**src/rtl/io_uart_tx_if.sv**
```systemverilog
// io_uart_tx_if: main-bus side of the UART TX endpoint.
// The CPU (master) writes bytes and reads the status byte. The endpoint
// (slave) drives the status byte and its output enable.
interface io_uart_tx_if;
    logic [7:0] data_in;
    logic       load;
    logic       status_oe;
    logic [7:0] bus_out;
    logic       bus_oe;

    modport master (
        output data_in,
        output load,
        output status_oe,
        input  bus_out,
        input  bus_oe
    );

    modport slave (
        input  data_in,
        input  load,
        input  status_oe,
        output bus_out,
        output bus_oe
    );
endinterface

```
**src/rtl/io_uart_tx.sv**
```systemverilog
// io_uart_tx: CPU output-port endpoint. Bytes written over the main bus are
// buffered in a small FIFO and sent 8N1, LSB first, on the tx line.
// A status byte can be read back so software can poll for FIFO space.
//
// Optional feature macro: IO_UART_PARITY_EN
//   defined   -> an even-parity bit follows the data bits (11-bit frames),
//                status bit4 reads 1
//   undefined -> plain 8N1 (10-bit frames), status bit4 reads 0
//
// Parameters:
//   CLKS_PER_BIT  clk cycles per serial bit, 2..255
//   FIFO_DEPTH    FIFO entries, power of 2, 2..16
//
// Status byte: {3'b000, parity_en, overrun, tx_busy, empty, fifo_full}
//
// state  | meaning
// -------+------------------------------------------------------------
// IDLE   | line held high, waiting for a byte in the FIFO
// START  | start bit (0) for CLKS_PER_BIT cycles
// DATA   | eight data bits, LSB first, shift register moves right
// PARITY | even parity over the data bits (IO_UART_PARITY_EN only)
// STOP   | stop bit (1); pops the next byte directly if one is waiting
module io_uart_tx #(
    parameter int CLKS_PER_BIT = 16,
    parameter int FIFO_DEPTH   = 4
) (
    input  logic           clk,
    input  logic           rstn,
    io_uart_tx_if.slave    bus,
    output logic           tx,
    output logic           fifo_full,
    output logic           tx_busy
);

    localparam int PTR_W  = $clog2(FIFO_DEPTH);
    localparam int CNT_W  = $clog2(FIFO_DEPTH + 1);
    localparam int BAUD_W = 8;

    localparam logic [BAUD_W-1:0] BAUD_LAST = BAUD_W'(CLKS_PER_BIT - 1);
    localparam logic [CNT_W-1:0]  CNT_FULL  = CNT_W'(FIFO_DEPTH);

`ifdef IO_UART_PARITY_EN
    localparam logic PARITY_FLAG = 1'b1;

    typedef enum logic [2:0] {
        S_IDLE,
        S_START,
        S_DATA,
        S_PARITY,
        S_STOP
    } state_t;
`else
    localparam logic PARITY_FLAG = 1'b0;

    typedef enum logic [1:0] {
        S_IDLE,
        S_START,
        S_DATA,
        S_STOP
    } state_t;
`endif

    // FIFO storage and bookkeeping
    logic [7:0]       mem [FIFO_DEPTH];
    logic [PTR_W-1:0] wr_ptr_q;
    logic [PTR_W-1:0] rd_ptr_q;
    logic [CNT_W-1:0] count_q;
    logic [CNT_W-1:0] count_d;
    logic             fifo_full_d;
    logic             fifo_empty;
    logic             push;
    logic             pop;
    logic             overflow;

    // Sticky overrun flag
    logic             overrun_q;
    logic             overrun_d;

    // Serialiser
    state_t           state_q;
    state_t           state_d;
    logic [BAUD_W-1:0] baud_q;
    logic [BAUD_W-1:0] baud_d;
    logic             baud_tc;
    logic [2:0]       bit_q;
    logic [2:0]       bit_d;
    logic [7:0]       shift_q;
    logic [7:0]       shift_d;
    logic             tx_d;
    logic             tx_busy_d;
`ifdef IO_UART_PARITY_EN
    logic             parity_q;
    logic             parity_d;
`endif

    logic [7:0]       status;

    // Fullness is judged on the registered (pre-edge) flag, so a write that
    // coincides with a pop from a full FIFO is still rejected.
    assign push       = bus.load && !fifo_full;
    assign overflow   = bus.load && fifo_full;
    assign fifo_empty = (count_q == '0);
    assign baud_tc    = (baud_q == BAUD_LAST);

    // Occupancy after this edge's push and pop
    always_comb begin
        count_d = count_q;
        case ({push, pop})
            2'b10:   count_d = count_q + CNT_W'(1);
            2'b01:   count_d = count_q - CNT_W'(1);
            default: count_d = count_q;
        endcase
        fifo_full_d = (count_d == CNT_FULL);
    end

    // Overrun is set by a dropped write and cleared by a status read; a drop
    // in the same edge as the read keeps it set.
    always_comb begin
        overrun_d = overrun_q;
        if (overflow) begin
            overrun_d = 1'b1;
        end else if (bus.status_oe) begin
            overrun_d = 1'b0;
        end
    end

    // FIFO data array; contents need no reset since the pointers define validity
    always_ff @(posedge clk) begin
        if (rstn && push) begin
            mem[wr_ptr_q] <= bus.data_in;
        end
    end

    // FIFO pointers, occupancy, full flag and overrun flag
    always_ff @(posedge clk) begin
        if (!rstn) begin
            wr_ptr_q  <= '0;
            rd_ptr_q  <= '0;
            count_q   <= '0;
            fifo_full <= 1'b0;
            overrun_q <= 1'b0;
        end else begin
            if (push) begin
                wr_ptr_q <= wr_ptr_q + PTR_W'(1);
            end
            if (pop) begin
                rd_ptr_q <= rd_ptr_q + PTR_W'(1);
            end
            count_q   <= count_d;
            fifo_full <= fifo_full_d;
            overrun_q <= overrun_d;
        end
    end

    // Serialiser next state: bit timing, shifting and the registered tx value
    always_comb begin
        state_d = state_q;
        baud_d  = baud_q;
        bit_d   = bit_q;
        shift_d = shift_q;
        tx_d    = tx;
        pop     = 1'b0;
`ifdef IO_UART_PARITY_EN
        parity_d = parity_q;
`endif

        case (state_q)
            S_IDLE: begin
                tx_d = 1'b1;
                if (!fifo_empty) begin
                    pop = 1'b1;
                end
            end

            S_START: begin
                if (baud_tc) begin
                    baud_d  = '0;
                    bit_d   = 3'd0;
                    tx_d    = shift_q[0];
                    state_d = S_DATA;
                end else begin
                    baud_d = baud_q + BAUD_W'(1);
                end
            end

            S_DATA: begin
                if (baud_tc) begin
                    baud_d = '0;
                    if (bit_q == 3'd7) begin
`ifdef IO_UART_PARITY_EN
                        tx_d    = parity_q;
                        state_d = S_PARITY;
`else
                        tx_d    = 1'b1;
                        state_d = S_STOP;
`endif
                    end else begin
                        bit_d   = bit_q + 3'd1;
                        shift_d = {1'b0, shift_q[7:1]};
                        tx_d    = shift_q[1];
                    end
                end else begin
                    baud_d = baud_q + BAUD_W'(1);
                end
            end

`ifdef IO_UART_PARITY_EN
            S_PARITY: begin
                if (baud_tc) begin
                    baud_d  = '0;
                    tx_d    = 1'b1;
                    state_d = S_STOP;
                end else begin
                    baud_d = baud_q + BAUD_W'(1);
                end
            end
`endif

            S_STOP: begin
                if (baud_tc) begin
                    baud_d = '0;
                    if (!fifo_empty) begin
                        pop = 1'b1;
                    end else begin
                        tx_d    = 1'b1;
                        state_d = S_IDLE;
                    end
                end else begin
                    baud_d = baud_q + BAUD_W'(1);
                end
            end

            default: begin
                tx_d    = 1'b1;
                baud_d  = '0;
                state_d = S_IDLE;
            end
        endcase

        // Both IDLE and end-of-STOP launch a frame the same way, which is what
        // makes queued frames run back to back with no idle cycle.
        if (pop) begin
            shift_d = mem[rd_ptr_q];
            baud_d  = '0;
            bit_d   = 3'd0;
            tx_d    = 1'b0;
            state_d = S_START;
`ifdef IO_UART_PARITY_EN
            parity_d = ^mem[rd_ptr_q];
`endif
        end

        tx_busy_d = (state_d != S_IDLE);
    end

    // Serialiser state register; reset aborts any frame in flight
    always_ff @(posedge clk) begin
        if (!rstn) begin
            state_q <= S_IDLE;
            baud_q  <= '0;
            bit_q   <= 3'd0;
            shift_q <= 8'h00;
            tx      <= 1'b1;
            tx_busy <= 1'b0;
`ifdef IO_UART_PARITY_EN
            parity_q <= 1'b0;
`endif
        end else begin
            state_q <= state_d;
            baud_q  <= baud_d;
            bit_q   <= bit_d;
            shift_q <= shift_d;
            tx      <= tx_d;
            tx_busy <= tx_busy_d;
`ifdef IO_UART_PARITY_EN
            parity_q <= parity_d;
`endif
        end
    end

    assign status      = {3'b000, PARITY_FLAG, overrun_q, tx_busy, fifo_empty, fifo_full};
    assign bus.bus_out = bus.status_oe ? status : 8'h00;
    assign bus.bus_oe  = bus.status_oe;

endmodule

```
**src/flat_wrapper.sv**
```systemverilog
// flat-port wrapper written by rule: the top's interface ports become plain ports
module io_uart_tx_flat 
#(
    parameter int CLKS_PER_BIT = 16,
    parameter int FIFO_DEPTH   = 4
)
  (clk, rstn, tx, fifo_full, tx_busy, bus_data_in, bus_load, bus_status_oe, bus_bus_out, bus_bus_oe);
  io_uart_tx_if bus_i ();
  input  logic clk;
  input  logic rstn;
  output logic tx;
  output logic fifo_full;
  output logic tx_busy;
  input wire logic [$bits(bus_i.data_in)-1:0] bus_data_in;
  input wire logic [$bits(bus_i.load)-1:0] bus_load;
  input wire logic [$bits(bus_i.status_oe)-1:0] bus_status_oe;
  output wire logic [$bits(bus_i.bus_out)-1:0] bus_bus_out;
  output wire logic [$bits(bus_i.bus_oe)-1:0] bus_bus_oe;
  assign bus_i.data_in = bus_data_in;
  assign bus_i.load = bus_load;
  assign bus_i.status_oe = bus_status_oe;
  assign bus_bus_out = bus_i.bus_out;
  assign bus_bus_oe = bus_i.bus_oe;
  io_uart_tx #(.CLKS_PER_BIT(CLKS_PER_BIT), .FIFO_DEPTH(FIFO_DEPTH)) u_core (.clk(clk), .rstn(rstn), .bus(bus_i), .tx(tx), .fifo_full(fifo_full), .tx_busy(tx_busy));
endmodule
```
**config.mk**
```make
export PLATFORM = sky130hd
export DESIGN_NAME = io_uart_tx_flat
export DESIGN_NICKNAME = d
export VERILOG_FILES = /design/src/rtl/io_uart_tx_if.sv /design/src/rtl/io_uart_tx.sv /design/src/flat_wrapper.sv
export SDC_FILE = /design/constraint.sdc
export NUM_CORES = 1
export LEC_CHECK = 0
export BUFFER_PORTS_ARGS = -buffer_cell sky130_fd_sc_hd__buf_2
export CAP_MARGIN = 20
export CORE_MARGIN = 3
export CORE_UTILIZATION = 45
export DETAILED_ROUTE_END_ITERATION = 12
export PLACE_DENSITY = 0.65
export SYNTH_ARGS = -nofsm -noshare
export SYNTH_HDL_FRONTEND = slang
export SYNTH_SLANG_ARGS = --single-unit
```
**constraint.sdc**
```tcl
create_clock -name clk -period 2.4 [get_ports clk]
set_input_delay 0.6 -clock clk [delete_from_list [all_inputs] [get_ports clk]]
set_output_delay 0.6 -clock clk [all_outputs]
set_load 0.1 [all_outputs]
```
### Yosys cells after proc, flatten, opt, wreduce, memory -nomap -nowiden

Memories as Yosys holds them, arrays and structs flattened. A register that Yosys moved wholly into a read port is not among the register bits.
Index checks and enable logic that the tools add are counted.
Widths: inputs -> output; s select.

| storage, ports and cells | value |
|---|---|
| register bits after elaboration | 32 |
| memories kept | 1 |
| memory bits (writable) | 32 |
| output and inout port bits | 12 |

| cells by class | value |
|---|---|
| bitwise gates (word level) | 1 |
| reductions and logical operators | 16 |
| add/subtract/negate cells | 6 |
| equal/unequal tests | 16 |
| multiplexer cells | 34 |

Memories:

| memory | words | bits a word | rd ports | clocked after memory_dff | write ports | RTL line | source |
|---|---|---|---|---|---|---|---|
| u_core.mem | 4 | 8 | 1 | 1 | 1 | io_uart_tx.sv:64 | `logic [7:0] mem [FIFO_DEPTH];` |

Operator list:

| cell | number |
|---|---|
| $mux 8 | 5 |
| $mux 2 | 8 |
| $mux 1 | 12 |
| $ne 3x1->1 const B | 4 |
| $pmux 3 s2 | 2 |
| $reduce_bool 2->1 | 5 |
| $mux 3 | 3 |
| $add 8x1->8 const B | 1 |
| $eq 8x4->1 const B | 1 |
| $reduce_and 4->1 | 2 |
| $add 3x1->3 const B | 2 |
| $eq 2x2->1 const B | 3 |
| $eq 3x3->1 const B | 2 |
| $ne 2x1->1 const B | 3 |
| $pmux 2 s3 | 1 |
| $add 2x1->2 const B | 2 |
| $eq 2x1->1 const B | 2 |
| $mux 4 | 1 |
| $pmux 1 s4 | 1 |
| $logic_and 1x1->1 | 3 |
| $logic_not 3->1 | 1 |
| $reduce_and 3->1 | 1 |
| $reduce_or 3->1 | 1 |
| $sub 3x1->3 const B | 1 |
| 6 further kinds | 6 |

### Longest topological paths before layout

| logic depth | value |
|---|---|
| depth after elaboration | 7 |
| mapped depth | 14 |

### Worst setup path after synthesis

No wires, ideal clock.

| path | value |
|---|---|
| path kind | register to register |
| from | register u_core.state_q[0] |
| to | register u_core.fifo_full |
| slack | -0.155 ns |
| library setup time | 0.060 ns |
| arrival time | 2.495 ns |
| path buffers | 1 |
| stages on the path, launching flop included | 15 |
| path through | dfxtp_1 -> inv_1 -> ha_1 -> inv_1 -> nand2_1 -> or2_1 -> buf_4 -> inv_1 -> ha_1 -> inv_1 -> fa_1 -> xor2_1 -> nor2_1 -> xor2_1 -> and3_1 |

| on the way | value |
|---|---|
| longest elaborated chain between the ends | 5 |
| elaborated cells on any way between the ends | 7 |

RTL lines:

| what | RTL line | source |
|---|---|---|
| start, declared | io_uart_tx.sv:80 | `state_t state_q;` |
| start signal, assigned | io_uart_tx.sv:269 | `state_q <= state_d;` |
| $eq 2x2->1 or $logic_not 2->1 (tied branches) | io_uart_tx.sv:167 | `case (state_q)` |
| $pmux 1 s2 (*) | io_uart_tx.sv:167 |  |
| net u_core.pop | io_uart_tx.sv:72 | `logic pop;` |
| $eq 2x1->1 or $eq 2x2->1 (tied branches) | io_uart_tx.sv:108 | `case ({push, pop})` |
| $pmux 3 s2 (*) | io_uart_tx.sv:108 |  |
| $eq 3x3->1 (*) | io_uart_tx.sv:113 | `fifo_full_d = (count_d == CNT_FULL);` |
| end signal, assigned | io_uart_tx.sv:150 | `fifo_full <= fifo_full_d;` |
| end, declared | io_uart_tx.sv:31 | `output logic fifo_full,` |

The timed path passes the listed nets; every way through them passes the cells marked *.
A chain may end at the register's enable or synchronous reset.

### Worst setup path in the final report

| path | value |
|---|---|
| from | register u_core.baud_q[0] |
| to | register u_core.fifo_full |

| on the way | value |
|---|---|
| longest elaborated chain between the ends | 6 |
| elaborated cells on any way between the ends | 7 |

RTL lines:

| what | RTL line | source |
|---|---|---|
| start, declared | io_uart_tx.sv:82 | `logic [BAUD_W-1:0] baud_q;` |
| start signal, assigned | io_uart_tx.sv:270 | `baud_q <= baud_d;` |
| $eq 8x4->1 (*) | io_uart_tx.sv:103 | `assign baud_tc = (baud_q == BAUD_LAST);` |
| $mux 1 (*) | io_uart_tx.sv:220 | `if (baud_tc) begin` |
| $pmux 1 s2 (*) | io_uart_tx.sv:167 |  |
| net u_core.pop | io_uart_tx.sv:72 |  |
| $eq 2x1->1 or $eq 2x2->1 (tied branches) | io_uart_tx.sv:108 |  |
| $pmux 3 s2 (*) | io_uart_tx.sv:108 |  |
| $eq 3x3->1 (*) | io_uart_tx.sv:113 |  |

Marks and branches as above.

==> report_table.html <==
<table>
<tr><th>Metric</th><th>Value</th></tr>
<tr><th colspan="2">Setup path</th></tr>
<tr><td>CP max-delay cell</td><td>sky130_fd_sc_hd__dfxtp_2</td></tr>
<tr><td>Register-to-register path setup slack</td><td>0.11 ns</td></tr>
<tr><td>Gate family responsible for the most delay along the worst path</td><td>simple AND/OR/NAND/NOR gates</td></tr>
<tr><td>Crit path launch</td><td>u_core.baud_q[0]</td></tr>
<tr><td>Crit Path Category</td><td>flip-flop to flip-flop</td></tr>
<tr><td>Crit path capture</td><td>u_core.fifo_full</td></tr>
<tr><td>Crit Reg-Reg Startpoint</td><td>u_core.baud_q[0]</td></tr>
<tr><td>Type of element launching the critical path</td><td>flip-flop</td></tr>
<tr><td>Worst Path Max Fanout</td><td>2</td></tr>
<tr><td>FF-to-FF path depth</td><td>12</td></tr>
<tr><td>Worst path max stage delay</td><td>0.36 ns</td></tr>
<tr><td>Number of logic stages on the critical path including buffering</td><td>12</td></tr>
<tr><td>Arrival time at the worst endpoint</td><td>2.57 ns</td></tr>
<tr><td>Crit end category</td><td>flip-flop</td></tr>
<tr><td>CP Data Required Time</td><td>2.68 ns</td></tr>
<tr><td>Sequence of cells on the critical path</td><td>ha_4 &gt; and3_4 &gt; a31oi_2 &gt; or2_1 &gt; inv_2 &gt; ha_4 &gt; inv_2 &gt; fa_2 &gt; xor2_1 &gt; nor2_1 &gt; xor2_1 &gt; and3_1</td></tr>
<tr><td>Critical path buffers and inverters</td><td>2</td></tr>
<tr><td>Destination of the worst register-to-register timing path</td><td>u_core.fifo_full</td></tr>
<tr><th colspan="2">Timing</th></tr>
<tr><td>Final max-slew violation count</td><td>0</td></tr>
<tr><td>Number of failing hold endpoints at the final stage</td><td>0</td></tr>
<tr><td>Crit path setup slack, layout</td><td>0.1140 ns</td></tr>
<tr><td>Setup repair after global routing missed its margin</td><td>true</td></tr>
<tr><td>Fraction of the cycle the final worst path needs</td><td>95.25%</td></tr>
<tr><td>Final setup skew</td><td>0.01068 ns</td></tr>
<tr><td>Highest clock frequency the design can meet</td><td>437.4 MHz</td></tr>
<tr><td>Transition time at the pin with the least slew margin</td><td>0.5417 ns</td></tr>
<tr><td>Setup violations, final</td><td>0</td></tr>
<tr><td>Worst slew margin relative to its limit</td><td>63.84%</td></tr>
<tr><td>Final min period</td><td>2.286 ns</td></tr>
<tr><td>Post-Route Hold Slack</td><td>0.4678 ns</td></tr>
<tr><th colspan="2">Die</th></tr>
<tr><td>Initial Util</td><td>46.93%</td></tr>
<tr><td>Y dimension of the die</td><td>87.84 um</td></tr>
<tr><td>Placeable core area</td><td>6422 um^2</td></tr>
<tr><td>Chip width</td><td>87.84 um</td></tr>
<tr><td>Area enclosed by the die boundary</td><td>7716 um^2</td></tr>
<tr><td>I/O pin cnt</td><td>24</td></tr>
<tr><td>Std-Cell Rows</td><td>29</td></tr>
<tr><th colspan="2">Global route</th></tr>
<tr><td>GRT Resource Usage Total</td><td>15.30%</td></tr>
<tr><td>Wire length of the first global-routing pass</td><td>8.825 mm</td></tr>
<tr><td>Pin count of the biggest net entering global routing</td><td>18</td></tr>
<tr><td>Initial antenna violation count</td><td>0</td></tr>
<tr><td>Congestion Overflow GR</td><td>0</td></tr>
<tr><td>Via count of the first global-routing pass</td><td>1821</td></tr>
<tr><th colspan="2">Run status</th></tr>
<tr><td>Outcome</td><td>complete, no violations</td></tr>
<tr><th colspan="2">Synth</th></tr>
<tr><td>Unique cell type count in the Yosys netlist</td><td>45</td></tr>
<tr><td>Area share of the largest cell type after synthesis</td><td>31.88%</td></tr>
<tr><td>Combined area of all synthesized cells</td><td>3014 um^2</td></tr>
<tr><td>Proportion of synthesized flip-flops having asynchronous set or reset</td><td>0%</td></tr>
<tr><td>Number of warnings printed during yosys synthesis</td><td>0</td></tr>
<tr><td>Cell type with the highest aggregate area in the netlist</td><td>sky130_fd_sc_hd__edfxtp_1</td></tr>
<tr><td>Number of synthesized register bits</td><td>66</td></tr>
<tr><td>Sequential share of the synthesized area</td><td>54.46%</td></tr>
<tr><td>Number of instances in the synthesized netlist</td><td>258</td></tr>
<tr><td>Avg Cell Area, Syn</td><td>11.68 um^2</td></tr>
<tr><td>Leading post-synthesis cells by cell area</td><td>sky130_fd_sc_hd__edfxtp_1 32%, sky130_fd_sc_hd__dfxtp_1 23%, sky130_fd_sc_hd__mux4_2 6.0%</td></tr>
<tr><td>Number of synthesized flops with an enable pin</td><td>32</td></tr>
<tr><td>Post-synth top flop</td><td>sky130_fd_sc_hd__dfxtp_1</td></tr>
<tr><th colspan="2">Power</th></tr>
<tr><td>Total power</td><td>3.723 mW</td></tr>
<tr><td>Ratio of total power to cell area</td><td>1072 nW/um^2</td></tr>
<tr><td>Static Leak</td><td>1.292 nW</td></tr>
<tr><td>Peak VDD IR</td><td>0.5156 mV</td></tr>
<tr><th colspan="2">Clocking</th></tr>
<tr><td>CTS root buf</td><td>sky130_fd_sc_hd__clkbuf_8</td></tr>
<tr><td>Clock latency of the later-clocked register in the worst-skew pair</td><td>0.34 ns</td></tr>
<tr><td>Total number of clock tree sinks</td><td>66</td></tr>
<tr><td>Clock transition time at the flip-flop clock pins of the worst setup and hold paths</td><td>0.08 ns</td></tr>
<tr><td>CTS H-tree lvls</td><td>3</td></tr>
<tr><td>Deepest clock path buffer count</td><td>2</td></tr>
<tr><td>CTS tree</td><td>done</td></tr>
<tr><td>Number of buffers added by the clock tree synthesis step</td><td>9</td></tr>
<tr><th colspan="2">Cells and area</th></tr>
<tr><td>Final-layout fill cell count</td><td>541</td></tr>
<tr><td>Number of antenna repair diodes</td><td>0</td></tr>
<tr><td>Layout overhead on the synthesized area</td><td>15.19%</td></tr>
<tr><td># nets final</td><td>314</td></tr>
<tr><td>Share of cells above drive strength 1</td><td>27.30%</td></tr>
<tr><td>Post-route core utilization</td><td>54.06%</td></tr>
<tr><td>Area of all placed cells without fillers</td><td>3472 um^2</td></tr>
<tr><th colspan="2">Placed design</th></tr>
<tr><td>Routability cong.</td><td>0.8005</td></tr>
<tr><td>IO buf count</td><td>19</td></tr>
<tr><td>Area after detailed placement</td><td>3249 um^2</td></tr>
<tr><td>Final HPWL DP</td><td>3.688 mm</td></tr>
<tr><td>Worst slack after detailed placement</td><td>0.02710 ns</td></tr>
<tr><th colspan="2">Route</th></tr>
<tr><td>DR WL/cell</td><td>14.20 um</td></tr>
<tr><td>Iteration count of the initial detailed-routing pass</td><td>4</td></tr>
<tr><td>Drc violations</td><td>0</td></tr>
<tr><td>Iteration-0 DRC count of the detailed router</td><td>73</td></tr>
<tr><td>DR vias/cell</td><td>5.343</td></tr>
<tr><td>Via count of the routed design</td><td>1977</td></tr>
<tr><td>Detailed-route wire length</td><td>5.255 mm</td></tr>
<tr><td>Final antenna-violating net count</td><td>0</td></tr>
<tr><th colspan="2">Hold path</th></tr>
<tr><td>Tightest Hold Check Type</td><td>input port to flip-flop</td></tr>
<tr><td>Worst hold path depth</td><td>1</td></tr>
<tr><th colspan="2">Flow run</th></tr>
<tr><td>Number of maximum-capacitance constraint violations</td><td>0</td></tr>
</table>
[power breakdown]
part	internal, mW	switching, mW
Sequential	1.37	0.142
Clock	0.392	0.466
Combinational	0.526	0.830
Total	2.29	1.44
[routing by layer]
metal  up-vias  global-route usage, %  part of all wire [%]
li1        998                      -                     -
met5         -                      0                     0
met4         0                  5.439                   1.3
met3         6                  5.927                   2.8
met2        24                  24.25                    50
met1       949                  19.12                    46
[registers in the layout, indices dropped and copies added (netlist names), named ones only]
name	count
u_core.baud_q	8
u_core.bit_q	3
u_core.count_q	3
u_core.fifo_full	1
u_core.mem	32
u_core.overrun_q	1
u_core.rd_ptr_q	2
u_core.shift_q	8
u_core.state_q	2
u_core.tx	1
u_core.tx_busy	1
u_core.wr_ptr_q	2
[layout by cell type (no fill, tap or decap), types with 7 or more instances in the layout]
master and n:
sky130_fd_sc_hd__o31ai_1 7, sky130_fd_sc_hd__dfxtp_1 27, sky130_fd_sc_hd__edfxtp_1 32, sky130_fd_sc_hd__mux4_2 8, sky130_fd_sc_hd__inv_1 10, sky130_fd_sc_hd__clkbuf_8 9, sky130_fd_sc_hd__nand2_1 12, sky130_fd_sc_hd__buf_4 15
sky130_fd_sc_hd__buf_2 19, sky130_fd_sc_hd__ha_1 10, sky130_fd_sc_hd__o21ai_0 8, sky130_fd_sc_hd__a21oi_1 19, sky130_fd_sc_hd__nor2_1 13, sky130_fd_sc_hd__nor3_1 9
[cells in the mapped netlist, types with 6 or more instances]
cell                       count
sky130_fd_sc_hd__and3_1        7
sky130_fd_sc_hd__a21oi_1      19
sky130_fd_sc_hd__nor2_1       13
sky130_fd_sc_hd__o21ai_0       8
sky130_fd_sc_hd__mux4_2        8
sky130_fd_sc_hd__edfxtp_1     32
sky130_fd_sc_hd__nand2_1      13
sky130_fd_sc_hd__inv_1        15
sky130_fd_sc_hd__ha_1         13
sky130_fd_sc_hd__dfxtp_1      34
sky130_fd_sc_hd__buf_4         8
sky130_fd_sc_hd__o31ai_1       7
sky130_fd_sc_hd__and2_1        6
sky130_fd_sc_hd__nor3_1        9
sky130_fd_sc_hd__mux2i_1       6
sky130_fd_sc_hd__nor2b_1       6
[cell families (layout without fill, tap and decap cells)]
| group | Yosys count | count (layout) | share of synthesized area [%] |
|---|---|---|---|
| and+or+nand+nor | 71 | 71 | 12.99 |
| DFF | 66 | 66 | 54.46 |
| AOI/OAI and AO/OA | 50 | 50 | 10.42 |
| buffers and inverters | 33 | 65 | 5.354 |
| adders and majority gates | 14 | 14 | 6.061 |
| muxes | 14 | 14 | 7.970 |
| xor gates and xnor gates | 9 | 9 | 2.615 |
| other | 1 | 4 | 0.1244 |
[repair_timing]
action	4_1_cts	5_1_grt
setup buffers	0	2
resized for setup	0	9
endpoints found under the setup margin	0	2
hold buffers	0	0
[metrics by stage]
step	setup TNS (ns)	std cells
floorplan	0	261
global placement	0	352
detailed placement	0	352
CTS	0	368
global route	-0.07575	370
finish	0	370
[worst min-delay path by stage]
| stage | from | endpoint | slack, ns |
|---|---|---|---|
| after floorplan | u_core.overrun_q | u_core.overrun_q | 0.44 |
| after global placement | u_core.overrun_q | u_core.overrun_q | 0.46 |
| after detailed placement | u_core.overrun_q | u_core.overrun_q | 0.46 |
| after CTS | bus_data_in[0] | u_core.mem[1][0] | 0.45 |
| after global routing | bus_data_in[0] | u_core.mem[1][0] | 0.44 |
| final | bus_data_in[1] | u_core.mem[2][1] | 0.47 |
[cell type report]
class	instances	area [um^2]	area share [%]
flip-flops and latches	66	1653	47.60
well taps	77	96.34	2.775
multi-input cells	162	1276	36.76
clock inverters	7	58.81	1.694
repair buffers	34	207.7	5.982
clock buffers	9	123.9	3.568
inverters	15	56.30	1.622
No activity file was read; power rests on OpenSTA's default activity.
